`src/rtl/polyphase_interp_ctrl.sv`:
```
// Sequencer for a multi-channel polyphase FIR upsampler: loads one NCH-channel
// input frame, then walks L phases x NCH channels of TAPS-tap dot products.
module polyphase_interp_ctrl #(
  parameter int L       = 4,
  parameter int TAPS    = 8,
  parameter int NCH     = 2,
  parameter int MAC_LAT = 2,
  parameter int DA_W    = $clog2(NCH * TAPS),
  parameter int CA_W    = $clog2(L * TAPS),
  localparam int CH_W   = (NCH > 1) ? $clog2(NCH) : 1,
  localparam int PH_W   = $clog2(L)
) (
  input  logic            clk_i,
  input  logic            rst_ni,
  input  logic            en_i,
  input  logic            in_valid_i,
  output logic            in_ready_o,
  output logic            out_valid_o,
  input  logic            out_ready_i,
  input  logic            sat_i,
  output logic [DA_W-1:0] data_addr_o,
  output logic [CA_W-1:0] coef_addr_o,
  output logic [CH_W-1:0] ch_o,
  output logic [PH_W-1:0] phase_o,
  output logic            mac_init_o,
  output logic            mac_en_o,
  output logic            res_latch_o,
  output logic            res_err_o,
  output logic [7:0]      err_cnt_o,
  output logic [2:0]      state_o
);

  localparam int TW   = $clog2(TAPS);
  localparam int DC_W = (MAC_LAT > 1) ? $clog2(MAC_LAT) : 1;

  localparam logic [CH_W-1:0] C_LAST = CH_W'(NCH - 1);
  localparam logic [PH_W-1:0] P_LAST = PH_W'(L - 1);
  localparam logic [TW-1:0]   K_LAST = TW'(TAPS - 1);
  localparam logic [DC_W-1:0] D_LAST = DC_W'(MAC_LAT - 1);

  typedef enum logic [2:0] {
    S_IDLE  = 3'd0,
    S_LOAD  = 3'd1,
    S_INIT  = 3'd2,
    S_CALC  = 3'd3,
    S_DRAIN = 3'd4,
    S_RES   = 3'd5,
    S_OUT   = 3'd6
  } state_e;

  state_e          state_q, state_d;
  logic [TW-1:0]   wp_q, wp_d;
  logic [TW-1:0]   k_q, k_d;
  logic [CH_W-1:0] c_q, c_d;
  logic [PH_W-1:0] p_q, p_d;
  logic [DC_W-1:0] dcnt_q, dcnt_d;
  logic            res_err_q, res_err_d;
  logic [7:0]      err_cnt_q, err_cnt_d;

  logic [TW-1:0]        tap;
  logic [CH_W+TW-1:0]   da_full;
  logic [PH_W+TW-1:0]   ca_full;

  // Tap k reads the sample written k frames ago; the TW-bit subtraction wraps the ring.
  assign tap     = wp_q - k_q;
  assign da_full = {c_q, tap};
  assign ca_full = {p_q, k_q};

  assign data_addr_o = da_full[DA_W-1:0];
  assign coef_addr_o = ca_full[CA_W-1:0];
  assign ch_o        = c_q;
  assign phase_o     = p_q;
  assign in_ready_o  = en_i && (state_q == S_LOAD);
  assign out_valid_o = (state_q == S_OUT);
  assign mac_init_o  = (state_q == S_INIT);
  assign mac_en_o    = (state_q == S_INIT) || (state_q == S_CALC);
  assign res_latch_o = (state_q == S_RES);
  assign res_err_o   = res_err_q;
  assign err_cnt_o   = err_cnt_q;
  assign state_o     = state_q;

  always_ff @(posedge clk_i or negedge rst_ni) begin
    if (!rst_ni) begin
      state_q   <= S_IDLE;
      wp_q      <= '0;
      k_q       <= '0;
      c_q       <= '0;
      p_q       <= '0;
      dcnt_q    <= '0;
      res_err_q <= 1'b0;
      err_cnt_q <= '0;
    end else begin
      state_q   <= state_d;
      wp_q      <= wp_d;
      k_q       <= k_d;
      c_q       <= c_d;
      p_q       <= p_d;
      dcnt_q    <= dcnt_d;
      res_err_q <= res_err_d;
      err_cnt_q <= err_cnt_d;
    end
  end

  // With en low nothing advances, so every output derived from state holds.
  always_comb begin
    state_d   = state_q;
    wp_d      = wp_q;
    k_d       = k_q;
    c_d       = c_q;
    p_d       = p_q;
    dcnt_d    = dcnt_q;
    res_err_d = res_err_q;
    err_cnt_d = err_cnt_q;
    if (en_i) begin
      case (state_q)
        S_IDLE: state_d = S_LOAD;
        S_LOAD: begin
          if (in_valid_i) begin
            if (c_q == C_LAST) begin
              c_d     = '0;
              p_d     = '0;
              k_d     = '0;
              state_d = S_INIT;
            end else begin
              c_d = c_q + 1'b1;
            end
          end
        end
        S_INIT: begin
          k_d     = TW'(1);
          state_d = S_CALC;
        end
        S_CALC: begin
          if (k_q == K_LAST) begin
            k_d     = '0;
            dcnt_d  = '0;
            state_d = S_DRAIN;
          end else begin
            k_d = k_q + 1'b1;
          end
        end
        S_DRAIN: begin
          if (dcnt_q == D_LAST) begin
            dcnt_d  = '0;
            state_d = S_RES;
          end else begin
            dcnt_d = dcnt_q + 1'b1;
          end
        end
        S_RES: begin
          res_err_d = sat_i;
          if (sat_i && (err_cnt_q != 8'hFF)) err_cnt_d = err_cnt_q + 8'd1;
          state_d = S_OUT;
        end
        S_OUT: begin
          if (out_ready_i) begin
            state_d = S_INIT;
            if (c_q == C_LAST) begin
              c_d = '0;
              if (p_q == P_LAST) begin
                p_d     = '0;
                wp_d    = wp_q + 1'b1;
                state_d = S_LOAD;
              end else begin
                p_d = p_q + 1'b1;
              end
            end else begin
              c_d = c_q + 1'b1;
            end
          end
        end
        default: state_d = S_IDLE;
      endcase
    end
  end

endmodule

```
`config.mk`:
```
export PLATFORM = sky130hd
export DESIGN_NAME = polyphase_interp_ctrl
export DESIGN_NICKNAME = d
export VERILOG_FILES = /design/src/rtl/polyphase_interp_ctrl.sv
export SDC_FILE = /design/constraint.sdc
export NUM_CORES = 1
export LEC_CHECK = 0
export CAP_MARGIN = 10
export CELL_PAD_IN_SITES_DETAIL_PLACEMENT = 1
export CELL_PAD_IN_SITES_GLOBAL_PLACEMENT = 2
export CORE_ASPECT_RATIO = 1.1
export CORE_MARGIN = 2
export CORE_UTILIZATION = 31
export DETAILED_ROUTE_END_ITERATION = 7
export PLACE_DENSITY = 0.82
export SETUP_SLACK_MARGIN = 0.3
export SLEW_MARGIN = 10
export SYNTH_ARGS = -nofsm -noshare
export SYNTH_HDL_FRONTEND = slang
export SYNTH_SLANG_ARGS = --single-unit
```
`constraint.sdc`:
```
create_clock -name clk_i -period 2.9 [get_ports clk_i]
set_input_delay 0.58 -clock clk_i [delete_from_list [all_inputs] [get_ports clk_i]]
set_output_delay 0.58 -clock clk_i [all_outputs]
set_load 0.01 [all_outputs]
```
==> impl_metrics.csv <==
group,metric,value,unit
run_status,status,"complete, no violations",
min_path,min_path_cells,2,
final_layout,seqCellArea,551.8,µm²
route,drc,0,
critical_path,cp_max_fo,5,
min_path,hold_end,"res_err_o",
synthesis,synth_area,1336,µm²
timing,skew,5.349,ps
synthesis,async_flop_share,1.000,
timing,fmax,397.8,MHz
synthesis,yosys_warnings,0,
global_routing,grt_pass1_wl,5589,µm
floorplan,die_area,4852,µm²
route,drtIter0Drc,35,
pwr,power_leakage,0.7683,nW
critical_path,cp-end-kind,"output port",
synthesis,netlist_instances,135,
synthesis,synth_cell_types,41,
critical_path,r2r_cells,4,
placed_design,io_buffers,34,
pwr,irDropWorstVdd,0.0003579,V
floorplan,die_h,72.86,µm
synthesis,synth_nets,148,
final_layout,n_antenna_cell,0,
clock_tree,htreeDepth,1,
global_routing,antenna_found_initial,0,
synthesis,seq_area_frac_synth,0.4120,
placed_design,dp_worst_setup_slack,448.7,ps
clock_tree,cts_buffers,3,
critical_path,r2r_end,"err_cnt_o[7]",
clock_tree,clk_path_buf_depth,2,
route,vias,1082,
critical_path,cpLargestDelayFamily,"adder cells",
timing,fin_crit,2514,ps
final_layout,utilization,0.4199,
clock_tree,clock_sinks,22,
global_routing,grt_max_degree,23,
global_routing,met1_usage,0.1823,
critical_path,r2r_start,"state_o[2]",
route,wire_per_inst,15.00,µm
clock_tree,postCtsSetupRepairBufs,0,
final_layout,multi_input_area,679.4,µm²
final_layout,drive_above_1_share,0.09639,
global_routing,grt-busiest-layer,"met2",
timing,worstMarginPinSlew,459.3,ps
min_path,worstHoldStart,"res_err_o",
global_routing,gr-usage-met2,0.2611,
floorplan,die_w,66.60,µm
placed_design,gp_congestion,0.7767,
route,finalWirelength,3301,µm
timing,final.setup.worst_slack,386.3,ps
critical_path,critPathLaunchType,"flip-flop",
floorplan,io_pins,35,
timing,period_share,0.8668,
clock_tree,clock_latency,270,ps
min_path,hp-class,"reg -> reg",
critical_path,critPathMaxStageDelay,530,ps
final_layout,nFillCells,490,
global_routing,grt_pass1_vias,1213,
route,drtAntennaViolNets,0,
clock_tree,cts_root_buf,"clkbuf_8",
critical_path,path_cells,"ha_1 -> fa_1 -> inv_1 -> clkdlybuf4s50_1",
final_layout,layout_commonest_cell,"clkdlybuf4s50_1",
synthesis,synth_edf_count,0,
critical_path,arrival,1930,ps
final_layout,nets,180,
placed_design,dp_hpwl,2475,µm
timing,slew_viol_final,0,
timing,tns,0,ps
global_routing,track_usage,0.1508,
floorplan,start_util,0.3164,
route,dr.pass1.iters,3,
timing,setup_viol,0,
timing,maxSlewHeadroom,0.6938,
global_routing,grtUsageMet3,0.02469,
route,routed_via_density,4.918,
final_layout,layout_common_cells,"33 x clkdlybuf4s50_1, 21 x dfrtp_1, 14 x nand2_1, 13 x inv_1, 7 x xnor2_1",
floorplan,coreArea,4223,µm²
job,cap_viol_max_count,0,
clock_tree,hold_buffers,0,
critical_path,reg2reg_slack,1050,ps
synthesis,synthFlopType,"dfrtp_1",
critical_path,cp_slowest_cell,"clkdlybuf4s50_1",
synthesis,synth_area_per_cell,9.898,µm²
pwr,power_density,880.6,nW/µm²
critical_path,critical_path_class,"reg -> out",
critical_path,critPathRequiredTime,2320,ps
clock_tree,path_clk_slew,90,ps
synthesis,synth-seq-cells,22,
clock_tree,cts_tree,"yes",
global_routing,grt_overflow_total,0,
critical_path,path_buf_inv,2,
timing,hold_viol_final,0,
floorplan,rows,25,
timing,rsz0062_at_grt,"false",
final_layout,synthToLayoutAreaGrowth,32.68,%
==> metrics by stage <==
stage,cell area [µm²],instances,hold WS (ps),power (mW)
after CTS,1769,220,521.4,1.590
final,1773,220,501.1,1.561
after floorplan,1336,135,284.4,0.9401
after global routing,1773,220,545.9,1.692
after global placement,1699,216,461.2,1.258
after detailed placement,1699,216,500.6,1.287
==> report_power, final <==
part           internal [mW]  total, mW  leakage [nW]  switching, mW
registers              0.396      0.569         0.270          0.174
logic                  0.409      0.699         0.462          0.290
clock network          0.184      0.293        0.0357          0.109
==> cells by family (layout without fill, tap and decap cells) <==
kind of cell	count (synthesis)	after routing	synth area share
AOI/OAI and AO/OA	16	16	0.08520
xor gates and xnor gates	10	10	0.06555
adders and majority gates	7	7	0.07116
buffers and inverters	22	53	0.08146
DFF	22	22	0.4120
muxes	7	7	0.05992
and+or+nand+nor	51	51	0.2247
==> flip-flops by register name, indices dropped and copies added (netlist names) <==
register and flops:
ch_o 1, dcnt_q 1, err_cnt_o 8, k_q 3, phase_o 2, res_err_o 1, state_o 3, wp_q 3
==> synth_stat cells (2+ instances only) <==
master    n  share of area
nor2b_1   4          0.019
nor3_1    3          0.011
o21ai_1   4          0.015
nor2_1    4          0.011
o21ai_0   2         0.0075
xnor2_1   7          0.046
xor2_1    3          0.020
nor3b_1   4          0.022
nand2_1  14          0.039
mux2_1    3          0.025
dfrtp_1  22           0.41
buf_2     3          0.011
and3b_1   2          0.013
ha_1      6          0.056
mux2i_1   2          0.015
a21oi_1   3          0.011
and3_1    2         0.0094
nand3_1   4          0.015
buf_4     4          0.022
inv_1    13          0.037
a31oi_1   2         0.0094
nand4_1   5          0.023
==> cell type report <==
cell class,count,area share
Clock buffer,3,0.02329
Sequential cell,22,0.3112
Multi-Input combinational cell,91,0.3832
Timing Repair Buffer,36,0.1997
Inverter,13,0.02752
Tap cell,54,0.03811
Clock inverter,1,0.01694
==> timing repair <==
action                     in CTS  in global routing
pin swaps                       0                  0
setup endpoints to repair       1                  3
resized for setup               1                  2
gates cloned                    0                  0
==> how the worst max path moves through the flow <==
| stage | start | end | slack, ps | cells after the start |
|---|---|---|---|---|
| floorplan | k_q[0] | data_addr_o[2] | 930 | 4 |
| global placement | k_q[0] | data_addr_o[2] | 470 | 5 |
| detailed placement | k_q[0] | data_addr_o[2] | 450 | 5 |
| CTS | k_q[0] | data_addr_o[1] | 350 | 4 |
| global route | k_q[0] | data_addr_o[1] | 310 | 4 |
| finish | k_q[0] | data_addr_o[1] | 390 | 4 |
==> worst min-delay path, stage by stage, from the launching register on <==
cell and delay (ps):
dfrtp_1 360, nand2_1 50, nand2_1 60
==> routing by layer <==
metal	vias up	part of all wire
met1	538	0.44
met5	-	0
met3	2	0.027
li1	523	-
met4	0	0.0076
met2	19	0.53
No activity file was read; power rests on OpenSTA's default activity.
